`src/rtl/common_pkg.sv`:
```
// Shared NoC types and default widths for the credit relay stage.
package common_pkg;

    localparam int unsigned DEFAULT_VC_W = 2;
    localparam int unsigned DEFAULT_A_W  = 8;
    localparam int unsigned DEFAULT_D_W  = 32;

    typedef struct packed {
        logic [DEFAULT_D_W-1:0] data;
    } payload_t;

    typedef struct packed {
        logic [DEFAULT_A_W-1:0] addr;
    } routeinfo_t;

    // MSB first: {data, last, addr}
    typedef struct packed {
        payload_t   payload;
        logic       last;
        routeinfo_t route;
    } packet_t;

    typedef enum logic [1:0] {
        BFT_HEAD   = 2'd0,
        BFT_BODY   = 2'd1,
        BFT_TAIL   = 2'd2,
        BFT_SINGLE = 2'd3
    } bft_type_e;

endpackage

```
`src/rtl/noc_vc_fifo.sv`:
```
// Per-VC synchronous FIFO. A pop frees its slot before a same-cycle push,
// so push+pop on a full FIFO succeeds; there is no empty-FIFO bypass.
module noc_vc_fifo
    import common_pkg::*;
#(
    parameter int unsigned P_W        = DEFAULT_D_W + 1 + DEFAULT_A_W,
    parameter int unsigned FIFO_DEPTH = 4
) (
    input  logic           i_clk,
    input  logic           i_rst_n,
    input  logic           i_push,
    input  logic           i_pop,
    input  logic [P_W-1:0] i_data,
    output logic           o_full,
    output logic           o_empty,
    output logic [P_W-1:0] o_head
);

    localparam int unsigned AW = $clog2(FIFO_DEPTH);

    logic [AW:0]    r_wr_ptr;
    logic [AW:0]    r_rd_ptr;
    logic [P_W-1:0] r_mem [FIFO_DEPTH];
    logic           w_do_push;
    logic           w_do_pop;

    // Extra pointer MSB distinguishes full from empty when indices match.
    assign o_empty   = (r_wr_ptr == r_rd_ptr);
    assign o_full    = (r_wr_ptr[AW] != r_rd_ptr[AW]) &&
                       (r_wr_ptr[AW-1:0] == r_rd_ptr[AW-1:0]);
    assign w_do_pop  = i_pop & ~o_empty;
    assign w_do_push = i_push & (~o_full | w_do_pop);
    assign o_head    = r_mem[r_rd_ptr[AW-1:0]];

    // Pointer update; flits are dropped on reset by re-aligning pointers.
    always_ff @(posedge i_clk or negedge i_rst_n) begin
        if (!i_rst_n) begin
            r_wr_ptr <= '0;
            r_rd_ptr <= '0;
        end else begin
            if (w_do_push) r_wr_ptr <= r_wr_ptr + {{AW{1'b0}}, 1'b1};
            if (w_do_pop)  r_rd_ptr <= r_rd_ptr + {{AW{1'b0}}, 1'b1};
        end
    end

    // Storage write; contents need no reset since empty gates every read.
    always_ff @(posedge i_clk) begin
        if (w_do_push) r_mem[r_wr_ptr[AW-1:0]] <= i_data;
    end

endmodule

```
`src/rtl/noc_credit_modport.sv`:
```
// One-hop credit-based relay: per-VC FIFOs, per-VC downstream credit
// counters, round-robin VC arbitration, registered outputs.
module noc_credit_modport
    import common_pkg::*;
#(
    parameter  int unsigned VC_W         = DEFAULT_VC_W,
    parameter  int unsigned A_W          = DEFAULT_A_W,
    parameter  int unsigned D_W          = DEFAULT_D_W,
    parameter  int unsigned FIFO_DEPTH   = 4,
    parameter  int unsigned DOWN_CREDITS = 4,
    localparam int unsigned P_W          = D_W + 1 + A_W
) (
    input  logic            clk,
    input  logic            rst,
    input  logic [VC_W-1:0] up_vc_target,
    input  logic [P_W-1:0]  up_packet,
    output logic [VC_W-1:0] up_credit_gnt,
    output logic [VC_W-1:0] dn_vc_target,
    output logic [P_W-1:0]  dn_packet,
    input  logic [VC_W-1:0] dn_credit_gnt,
    output logic            overflow_err,
    output logic            credit_err
);

    localparam int unsigned CR_W = $clog2(DOWN_CREDITS + 1);
    localparam int unsigned LG_W = (VC_W > 1) ? $clog2(VC_W) : 1;

    logic [CR_W-1:0] r_credit [VC_W];
    logic [LG_W-1:0] r_last;
    logic [VC_W-1:0] r_dn_vc_target;
    logic [VC_W-1:0] r_up_credit_gnt;
    logic [P_W-1:0]  r_dn_packet;
    logic            r_overflow_err;
    logic            r_credit_err;

    logic [VC_W-1:0] w_full;
    logic [VC_W-1:0] w_empty;
    logic [P_W-1:0]  w_head [VC_W];
    logic [VC_W-1:0] w_eligible;
    logic            w_win_valid;
    logic [LG_W-1:0] w_win_idx;
    logic [LG_W-1:0] w_scan;
    logic [VC_W-1:0] w_grant_oh;
    logic [P_W-1:0]  w_win_packet;
    logic            w_ovf_hit;

    for (genvar v = 0; v < VC_W; v++) begin : g_vc
        noc_vc_fifo #(
            .P_W        (P_W),
            .FIFO_DEPTH (FIFO_DEPTH)
        ) u_fifo (
            .i_clk   (clk),
            .i_rst_n (rst),
            .i_push  (up_vc_target[v]),
            .i_pop   (w_grant_oh[v]),
            .i_data  (up_packet),
            .o_full  (w_full[v]),
            .o_empty (w_empty[v]),
            .o_head  (w_head[v])
        );

        assign w_eligible[v] = ~w_empty[v] & (r_credit[v] != '0);
    end

    // Round-robin search starting one past the last granted VC, wrapping.
    always_comb begin
        w_win_valid = 1'b0;
        w_win_idx   = '0;
        w_scan      = '0;
        for (int unsigned i = 1; i <= VC_W; i++) begin
            w_scan = LG_W'((32'(r_last) + i) % VC_W);
            if (!w_win_valid && w_eligible[w_scan]) begin
                w_win_valid = 1'b1;
                w_win_idx   = w_scan;
            end
        end
    end

    // Winner one-hot drives both the FIFO pop and the registered outputs.
    always_comb begin
        w_grant_oh = '0;
        if (w_win_valid) w_grant_oh[w_win_idx] = 1'b1;
    end

    assign w_win_packet = w_head[w_win_idx];
    // A write to a full FIFO is lost only if that FIFO is not popped this cycle.
    assign w_ovf_hit    = |(up_vc_target & w_full & ~w_grant_oh);

    // Per-VC credit counters; send and grant together cancel out.
    always_ff @(posedge clk or negedge rst) begin
        if (!rst) begin
            for (int unsigned v = 0; v < VC_W; v++) begin
                r_credit[v] <= CR_W'(DOWN_CREDITS);
            end
            r_credit_err <= 1'b0;
        end else begin
            for (int unsigned v = 0; v < VC_W; v++) begin
                case ({w_grant_oh[v], dn_credit_gnt[v]})
                    2'b10: r_credit[v] <= r_credit[v] - {{(CR_W-1){1'b0}}, 1'b1};
                    2'b01: begin
                        if (r_credit[v] == CR_W'(DOWN_CREDITS)) begin
                            r_credit_err <= 1'b1;
                        end else begin
                            r_credit[v] <= r_credit[v] + {{(CR_W-1){1'b0}}, 1'b1};
                        end
                    end
                    default: ;
                endcase
            end
        end
    end

    // Registered send outputs, arbitration pointer and sticky overflow flag.
    always_ff @(posedge clk or negedge rst) begin
        if (!rst) begin
            r_dn_vc_target  <= '0;
            r_up_credit_gnt <= '0;
            r_dn_packet     <= '0;
            r_last          <= LG_W'(VC_W - 1);
            r_overflow_err  <= 1'b0;
        end else begin
            r_dn_vc_target  <= w_grant_oh;
            r_up_credit_gnt <= w_grant_oh;
            if (w_win_valid) begin
                r_dn_packet <= w_win_packet;
                r_last      <= w_win_idx;
            end
            if (w_ovf_hit) r_overflow_err <= 1'b1;
        end
    end

    assign dn_vc_target  = r_dn_vc_target;
    assign up_credit_gnt = r_up_credit_gnt;
    assign dn_packet     = r_dn_packet;
    assign overflow_err  = r_overflow_err;
    assign credit_err    = r_credit_err;

    // Upstream must target at most one VC per cycle.
    a_target_onehot0 : assert property (@(posedge clk) disable iff (!rst)
        $onehot0(up_vc_target));

endmodule

```
`config.mk`:
```
export PLATFORM = sky130hd
export DESIGN_NAME = noc_credit_modport
export DESIGN_NICKNAME = d
export VERILOG_FILES = /design/src/rtl/common_pkg.sv /design/src/rtl/noc_vc_fifo.sv /design/src/rtl/noc_credit_modport.sv
export SDC_FILE = /design/constraint.sdc
export NUM_CORES = 1
export LEC_CHECK = 0
export ABC_AREA = 1
export CORE_ASPECT_RATIO = 0.75
export CORE_MARGIN = 5
export CORE_UTILIZATION = 50
export CTS_BUF_LIST = sky130_fd_sc_hd__clkbuf_8
export DETAILED_ROUTE_END_ITERATION = 7
export GPL_TIMING_DRIVEN = 1
export PLACE_DENSITY = 0.66
export SLEW_MARGIN = 20
export SYNTH_ARGS = -nofsm -noshare
export SYNTH_HDL_FRONTEND = slang
export SYNTH_SLANG_ARGS = --single-unit
```
`constraint.sdc`:
```
create_clock -name clk -period 7.6 [get_ports clk]
set_input_delay 1.9 -clock clk [delete_from_list [all_inputs] [get_ports clk]]
set_output_delay 1.9 -clock clk [all_outputs]
set_load 0.02 [all_outputs]
```
Yosys cells after proc, flatten, opt, wreduce, memory -nomap -nowiden:

Memories as Yosys holds them, arrays and structs flattened.
Index checks and enable logic that the tools add are counted.

* output and inout port bits: 47
* memories: 2
* memory bits (writable): 328
* flip-flop bits (word level): 64
* word-level logic and storage cells: 96

* $add $sub $neg: 10
* reduce and logical (&&, ||, !) cells: 12
* bitwise operators: 16
* muxes and demuxes: 26
* $lt $le $gt $ge: 5
* equal/unequal tests: 14

Memories
* g_vc[0].u_fifo.r_mem: depth 4, width 41, read ports 1, clocked after Yosys merged registers in 0, wr ports 1, line noc_vc_fifo.sv:23 `logic [P_W-1:0] r_mem [FIFO_DEPTH];`
* g_vc[1].u_fifo.r_mem: depth 4, width 41, read ports 1, clocked after Yosys merged registers in 0, wr ports 1, line noc_vc_fifo.sv:23

Operator list (count)
* two-way mux 41 bit: 3
* adder 3 x 1 -> 3 bit, second input constant: 6
* two-way mux 1 bit: 17
* case mux 3 bit (2 select lines): 2
* bitwise AND 1 bit: 6
* equality test 3 bit: 2
* equality test 3 bit, second input constant: 2
* < comparator 1 x 2 -> 1 bit, second input constant: 3
* two-way mux 3 bit: 2
* nonzero test 3 bit: 2
* subtractor 3 x 1 -> 3 bit, second input constant: 2
* bitwise AND 2 bit: 2
* equality test 2 x 1 -> 1 bit, second input constant: 2
* equality test 2 bit: 2
* equality test 2 bit, second input constant: 2
* logical AND 1 bit: 4
* inequality test 2 bit, second input constant: 2
* NOT 1 bit: 4
* AND reduction 2 bit: 2
* nonzero test 2 bit: 2
* adder 1 bit, second input constant: 2
* greater-or-equal comparator 2 bit, second input constant: 1
* two-way mux 2 bit: 1
* inequality test 1 bit: 2
* 7 further kinds: 8

Longest topological paths before layout:

* depth after elaboration: 19
* gate-level depth with buffers: 15
* depth with buffers taken out: 15

Cells and area by module:

From an unflattened synthesis, not the netlist that was laid out.

* cell total of the unflattened synthesis: 1208
* area, all modules: 15519.9 um2

Modules (own cells, without submodules)
* noc_vc_fifo: cells each 457, times used 2, sequential area each 5074.9 um2, area each 6518.8 um2
* noc_credit_modport: cells each 294, times used 1, sequential area each 1305.0 um2, area each 2482.4 um2

Worst setup path after synthesis:

Ideal clock, no wire load.

* path type: input to register
* from: input port up_vc_target[0]
* to: memory g_vc[0].u_fifo.r_mem[3][0] (netlist bit), enable pin
* path buffers: 0
* data arrival time: 3.762 ns
* path slack: 3.398 ns
* stages: 2
* cells stage by stage: nand2_2 nor2_1

* word-level cells in the longest chain between the ends: 3

RTL lines
* from (decl): line noc_credit_modport.sv:15 `input logic [VC_W-1:0] up_vc_target,`
* bitwise AND 1 bit: line noc_vc_fifo.sv:32 `assign w_do_push = i_push & (~o_full | w_do_pop);`
* two-way mux 1 bit: line noc_vc_fifo.sv:48 `if (w_do_push) r_mem[r_wr_ptr[AW-1:0]] <= i_data;`
* two-way mux 1 bit (implied by the code): line noc_vc_fifo.sv:48
* to (decl): line noc_vc_fifo.sv:23

No other way between the ends.

Final worst setup path:

* from: register g_vc[1].u_fifo.r_rd_ptr[0]
* to: memory g_vc[1].u_fifo.r_mem[0][4] (netlist bit), enable pin

* word-level cells in the longest chain between the ends: 19
* elaborated cells between the ends (all ways): 27
* those cells by class: 2 x order compare; 2 x eq/ne; 13 x mux; 6 x bitwise; 4 x reduce/logical

RTL lines
* from (decl): line noc_vc_fifo.sv:22 `logic [AW:0] r_rd_ptr;`
* from (signal assigned): line noc_vc_fifo.sv:42 `if (w_do_pop) r_rd_ptr <= r_rd_ptr + {{AW{1'b0}}, 1'b1};`
* equality test 3 bit: line noc_vc_fifo.sv:28 `assign o_empty = (r_wr_ptr == r_rd_ptr);`
* NOT 1 bit: line noc_vc_fifo.sv:31, noc_credit_modport.sv:62
* bitwise AND 1 bit: line noc_credit_modport.sv:62 `assign w_eligible[v] = ~w_empty[v] & (r_credit[v] != '0);`
* two-way mux 1 bit (implied by the code) (2 in a row): line noc_credit_modport.sv:72 `if (!w_win_valid && w_eligible[w_scan]) begin`
* two-way mux 1 bit: line noc_credit_modport.sv:72
* zero test 1 bit: line noc_credit_modport.sv:72
* logical AND 1 bit: line noc_credit_modport.sv:72
* two-way mux 1 bit: line noc_credit_modport.sv:72
* (+2 left out)
* two-way mux 1 bit (implied by the code): line noc_credit_modport.sv:82 `if (w_win_valid) w_grant_oh[w_win_idx] = 1'b1;`
* demux 1 bit (select 1 bit): line noc_credit_modport.sv:82
* two-way mux 2 bit: line noc_credit_modport.sv:82
* bitwise AND 1 bit: line noc_vc_fifo.sv:31 `assign w_do_pop = i_pop & ~o_empty;`
* bitwise OR 1 bit (*): line noc_vc_fifo.sv:32
* bitwise AND 1 bit (*): line noc_vc_fifo.sv:32
* two-way mux 1 bit (*): line noc_vc_fifo.sv:48
* two-way mux 1 bit (implied by the code) (*): line noc_vc_fifo.sv:48
* to (decl): line noc_vc_fifo.sv:23

Mark *: on every way between the ends. The rest lies on a longest branch, timed or not. The select of a mux whose other input is x is not followed.

==> run summary <==
The min-delay analysis places its worst path in the category flip-flop to flip-flop. TritonCTS built the clock tree. In this run the horizontal extent of the chip is 213 microns. The maximum net fanout on the critical path is 85.

The startpoint type of the worst setup path was a flip-flop. Once the floorplan was initialized, standard cells occupied 51.0% of the core. For the worst setup path, the data arrival time is 4240 ps.

The logs give 9278 for the via count of the first global-routing pass and 53000 microns for the wire length of the first global-routing pass. Cell with the most instances after synthesis: sky130_fd_sc_hd__nand2_1. The internal power contribution was 4.72 mW.

Number of iterations in the first detailed-routing pass: 5. Global routing used 19.5% of the available tracks across all layers. The flip-flop cell with the highest count after synthesis was sky130_fd_sc_hd__edfxtp_1. Actual transition at the worst max-transition pin: 1040 ps. The post-synthesis instance area is 15500 sq um, and the post-synthesis area per instance is 13.2 sq um. 94 I/O pins were placed. Clock tree synthesis selected as its root buffer the cell sky130_fd_sc_hd__clkbuf_8. The total setup buffers inserted after CTS came out at 0. During synthesis, Yosys emitted a total of 0 warnings. The logs give 34600 sq um for the die footprint and 3420 ps for the post-placement setup slack. The height of the die was 162 microns; the sequential cell area fraction in the yosys report was 74.0%. The critical path class was flip-flop to flip-flop. For the number of max-cap violations, the log shows 0. In this run the deepest clock path goes through 3 buffers.

The synthesized design spends more area on one cell type than any other, namely sky130_fd_sc_hd__edfxtp_1. Maximum clock skew at final layout: 21.0 ps. Maximum resistive drop on vdd: 350 uV. The clock transition time at the flip-flop clock pins of the worst setup and hold paths came out at 60 ps.

Per report_power, the clock group accounts for 19.3% of the total. The share of total power in combinational logic is 36.3%, and the number of flip-flops and latches in the synthesized netlist is 392. The count of flip-flops with a built-in enable after synthesis is 328. Relative to the synthesized area, the layout overhead comes to 14.5%. For this run, design rule violations remaining after detail routing come to 0. The worst max-slew margin expressed relative to the limit is 30.6%, and the total number of placement rows is 55. Sum of net half-perimeters after detailed placement: 18400 microns. Synthesis produced a netlist with a net count of 1236. Area share of the largest cell type after synthesis: 63.6%. STA classifies the critical path endpoint as a flip-flop. The run finished with clean final reports.

Clock tree synthesis inserted a total of 57 buffers. Buffers inserted to repair hold after CTS numbered 0. Setup repair after global routing left no endpoint under its margin. The minimum clock period after layout was 3980 ps; the fraction of power spent switching nets was 39.2%.

Port buffering added 93 buffers. The logs give 0 for the final hold violation count and 89 for the maximum number of pins on one net before global-route repair. The logs give 0 for the number of antenna violations at the first check in global routing and 9379 for the total vias in the final route. In the post-synthesis netlist, the biggest area contributors are sky130_fd_sc_hd__edfxtp_1 64%, sky130_fd_sc_hd__dfrtp_1 9.9%, sky130_fd_sc_hd__nand2_1 8.6%, sky130_fd_sc_hd__a21oi_1 3.7%, sky130_fd_sc_hd__a32oi_1 2.3%.

The required time reported for the critical path endpoint is 7860 ps. For the number of nets in the layout, the log shows 1326. The tools report the final total negative setup slack as 0 ps. The distinct cell type count after synthesis is 34.

The share of the clock period used by the worst path was 52.3%; the share of post-route cells with drive strength above 1 was 9.13%. The final weighted congestion in routability-driven placement is 0.742. Ranked by instance count, the synthesized netlist is headed by 354 x sky130_fd_sc_hd__nand2_1, 328 x sky130_fd_sc_hd__edfxtp_1, 113 x sky130_fd_sc_hd__a21oi_1, 61 x sky130_fd_sc_hd__dfrtp_1, 41 x sky130_fd_sc_hd__a32oi_1. The clock net in this run drives a total of 392 sinks. The logs give 0 for the number of failing setup endpoints in the final timing report and 0 for the total congestion overflow after global routing.

The post-synthesis async set-or-reset flop share was 16.3%; the number of pins exceeding their max-slew limit in the final report was 0. For this design the static power due to leakage is 6.37 nW. In this run the power spent charging and discharging nets is 3.04 mW.

The total wire length was 33500 microns; the worst setup slack after layout was 3620 ps. In the final routed layout, each cell accounts on average for 19.5 microns. Timing would allow up to 251 MHz. Synthesis produced a netlist whose cell count is 1177. The power per standard cell area is 438 nW/um^2. After clock tree synthesis, the repair step resized 0 gates.

For the CTS H-tree depth, the log shows 2. Sequential cells account for 44.4% of the total power. In the routed layout, each cell is associated on average with a via count of 5.48. The clock latency on the worst-skew pair was 610 ps; the violation count after the first detailed-routing iteration was 702. The run gives 0 as the count of nets left with antenna violations after detail routing. The tools report the area of the core as 30300 sq um. The number of antenna diodes in the final layout is 0.
[power by group through the flow]
stage                     Sequential [mW]  Clock, mW  Combinational, mW
after floorplan                      3.33          0               2.05
after detailed placement             3.48          0               2.85
final                                3.45       1.50               2.82
after CTS                            3.45       1.54               2.86
after global routing                 3.52       1.65               3.15
after global placement               3.47          0               2.79
[worst paths after layout]
| check | startpoint | endpoint | slack [ps] | depth (start not counted) |
|---|---|---|---|---|
| setup / recovery | g_vc[1].u_fifo.r_rd_ptr[0] | g_vc[1].u_fifo.r_mem[0][4] | 3620 | 11 |
| hold / removal | r_credit[2] | r_credit[2] | 460 | 2 |
| setup reg to reg | g_vc[1].u_fifo.r_rd_ptr[0] | g_vc[1].u_fifo.r_mem[0][4] | 3620 | 11 |
| hold reg to reg | r_credit[2] | r_credit[2] | 460 | 2 |
| max in group asynchronous | rst | g_vc[1].u_fifo.r_rd_ptr[0] | 5430 | 1 |
| min in group asynchronous | rst | dn_packet[0] | 1450 | 1 |
[per-stage QoR]
step | instance area, sq um | util [%] | cells | hold slack (ps) | power, mW
final | 17700 | 58.4 | 1713 | 463 | 7.76
after global routing | 17700 | 58.4 | 1713 | 478 | 8.32
after CTS | 17700 | 58.4 | 1713 | 465 | 7.85
after detailed placement | 16700 | 55.1 | 1607 | 456 | 6.33
after global placement | 16700 | 55.1 | 1607 | 454 | 6.26
after floorplan | 15500 | - | 1177 | 442 | 5.38
[cell type report]
type	count	area, sq um
Fill cell	2404	12600
Tap cell	399	499
Timing Repair Buffer	104	1010
Multi-Input combinational cell	678	3600
Clock buffer	60	826
Sequential cell	392	11500
Clock inverter	46	188
Inverter	34	135
[routing by layer]
layer	track usage, %	part of all wire, %
met3	3.50	6.4
met2	29.8	46
met5	0	0
met1	29.5	46
met4	4.71	1.5
[registers in the layout, summed over array words and instances (netlist names)]
signal / flops
r_last: 1
overflow_err: 1
up_credit_gnt: 2
g_vc.u_fifo.r_rd_ptr: 6
credit_err: 1
g_vc.u_fifo.r_wr_ptr: 6
g_vc.u_fifo.r_mem: 328
r_credit: 6
dn_packet: 41
[cell families after synthesis]
kind of cell,after synthesis,synth area share [%]
adders and majority gates,12,1.07
buffers and inverters,107,3.12
xor gates and xnor gates,11,0.671
DFF,392,74.0
and+or+nand+nor,398,9.99
AOI/OAI and AO/OA,257,11.2
[cells in the final DEF, fill, tap and decap left out, types with 2 or more instances in the layout]
cell                              synthesis  routed
sky130_fd_sc_hd__nand2_1                354     354
sky130_fd_sc_hd__edfxtp_1               328     328
sky130_fd_sc_hd__a21oi_1                113     113
sky130_fd_sc_hd__clkdlybuf4s50_1          0      92
sky130_fd_sc_hd__clkbuf_8                 0      60
sky130_fd_sc_hd__inv_1                   26      57
sky130_fd_sc_hd__dfrtp_1                 61      57
sky130_fd_sc_hd__a32oi_1                 41      41
sky130_fd_sc_hd__a32o_1                  35      35
sky130_fd_sc_hd__o21ai_1                 27      27
sky130_fd_sc_hd__o21ai_0                 25      25
sky130_fd_sc_hd__nor2_1                  25      18
sky130_fd_sc_hd__buf_4                    8      12
sky130_fd_sc_hd__clkinv_1                 0      11
sky130_fd_sc_hd__ha_1                    10      10
sky130_fd_sc_hd__xor2_1                   9       9
sky130_fd_sc_hd__nand3_1                  8       8
sky130_fd_sc_hd__nor2_4                   0       8
sky130_fd_sc_hd__o221ai_2                 6       6
sky130_fd_sc_hd__inv_2                    8       5
sky130_fd_sc_hd__nand2_2                  4       4
sky130_fd_sc_hd__o211ai_2                 4       4
sky130_fd_sc_hd__dfrtp_4                  0       4
sky130_fd_sc_hd__clkinv_2                 0       3
sky130_fd_sc_hd__o211ai_1                 3       3
sky130_fd_sc_hd__dfstp_2                  3       3
sky130_fd_sc_hd__nand3_2                  2       2
sky130_fd_sc_hd__nand2_4                  2       2
sky130_fd_sc_hd__nor3_1                   2       2
sky130_fd_sc_hd__fa_1                     2       2
sky130_fd_sc_hd__inv_6                    0       2
[worst max-delay path, stage by stage, from the launching register on]
cell	delay (ps)
sky130_fd_sc_hd__dfrtp_4	1000
sky130_fd_sc_hd__clkinv_4	740
sky130_fd_sc_hd__nand2_1	200
sky130_fd_sc_hd__nand2_1	90
sky130_fd_sc_hd__nand3_1	100
sky130_fd_sc_hd__nand2_2	110
sky130_fd_sc_hd__inv_2	100
sky130_fd_sc_hd__nand2_4	50
sky130_fd_sc_hd__nand2_1	60
sky130_fd_sc_hd__nand2_2	170
sky130_fd_sc_hd__nor2_4	470
sky130_fd_sc_hd__buf_4	460
No activity file was read; power rests on OpenSTA's default activity.
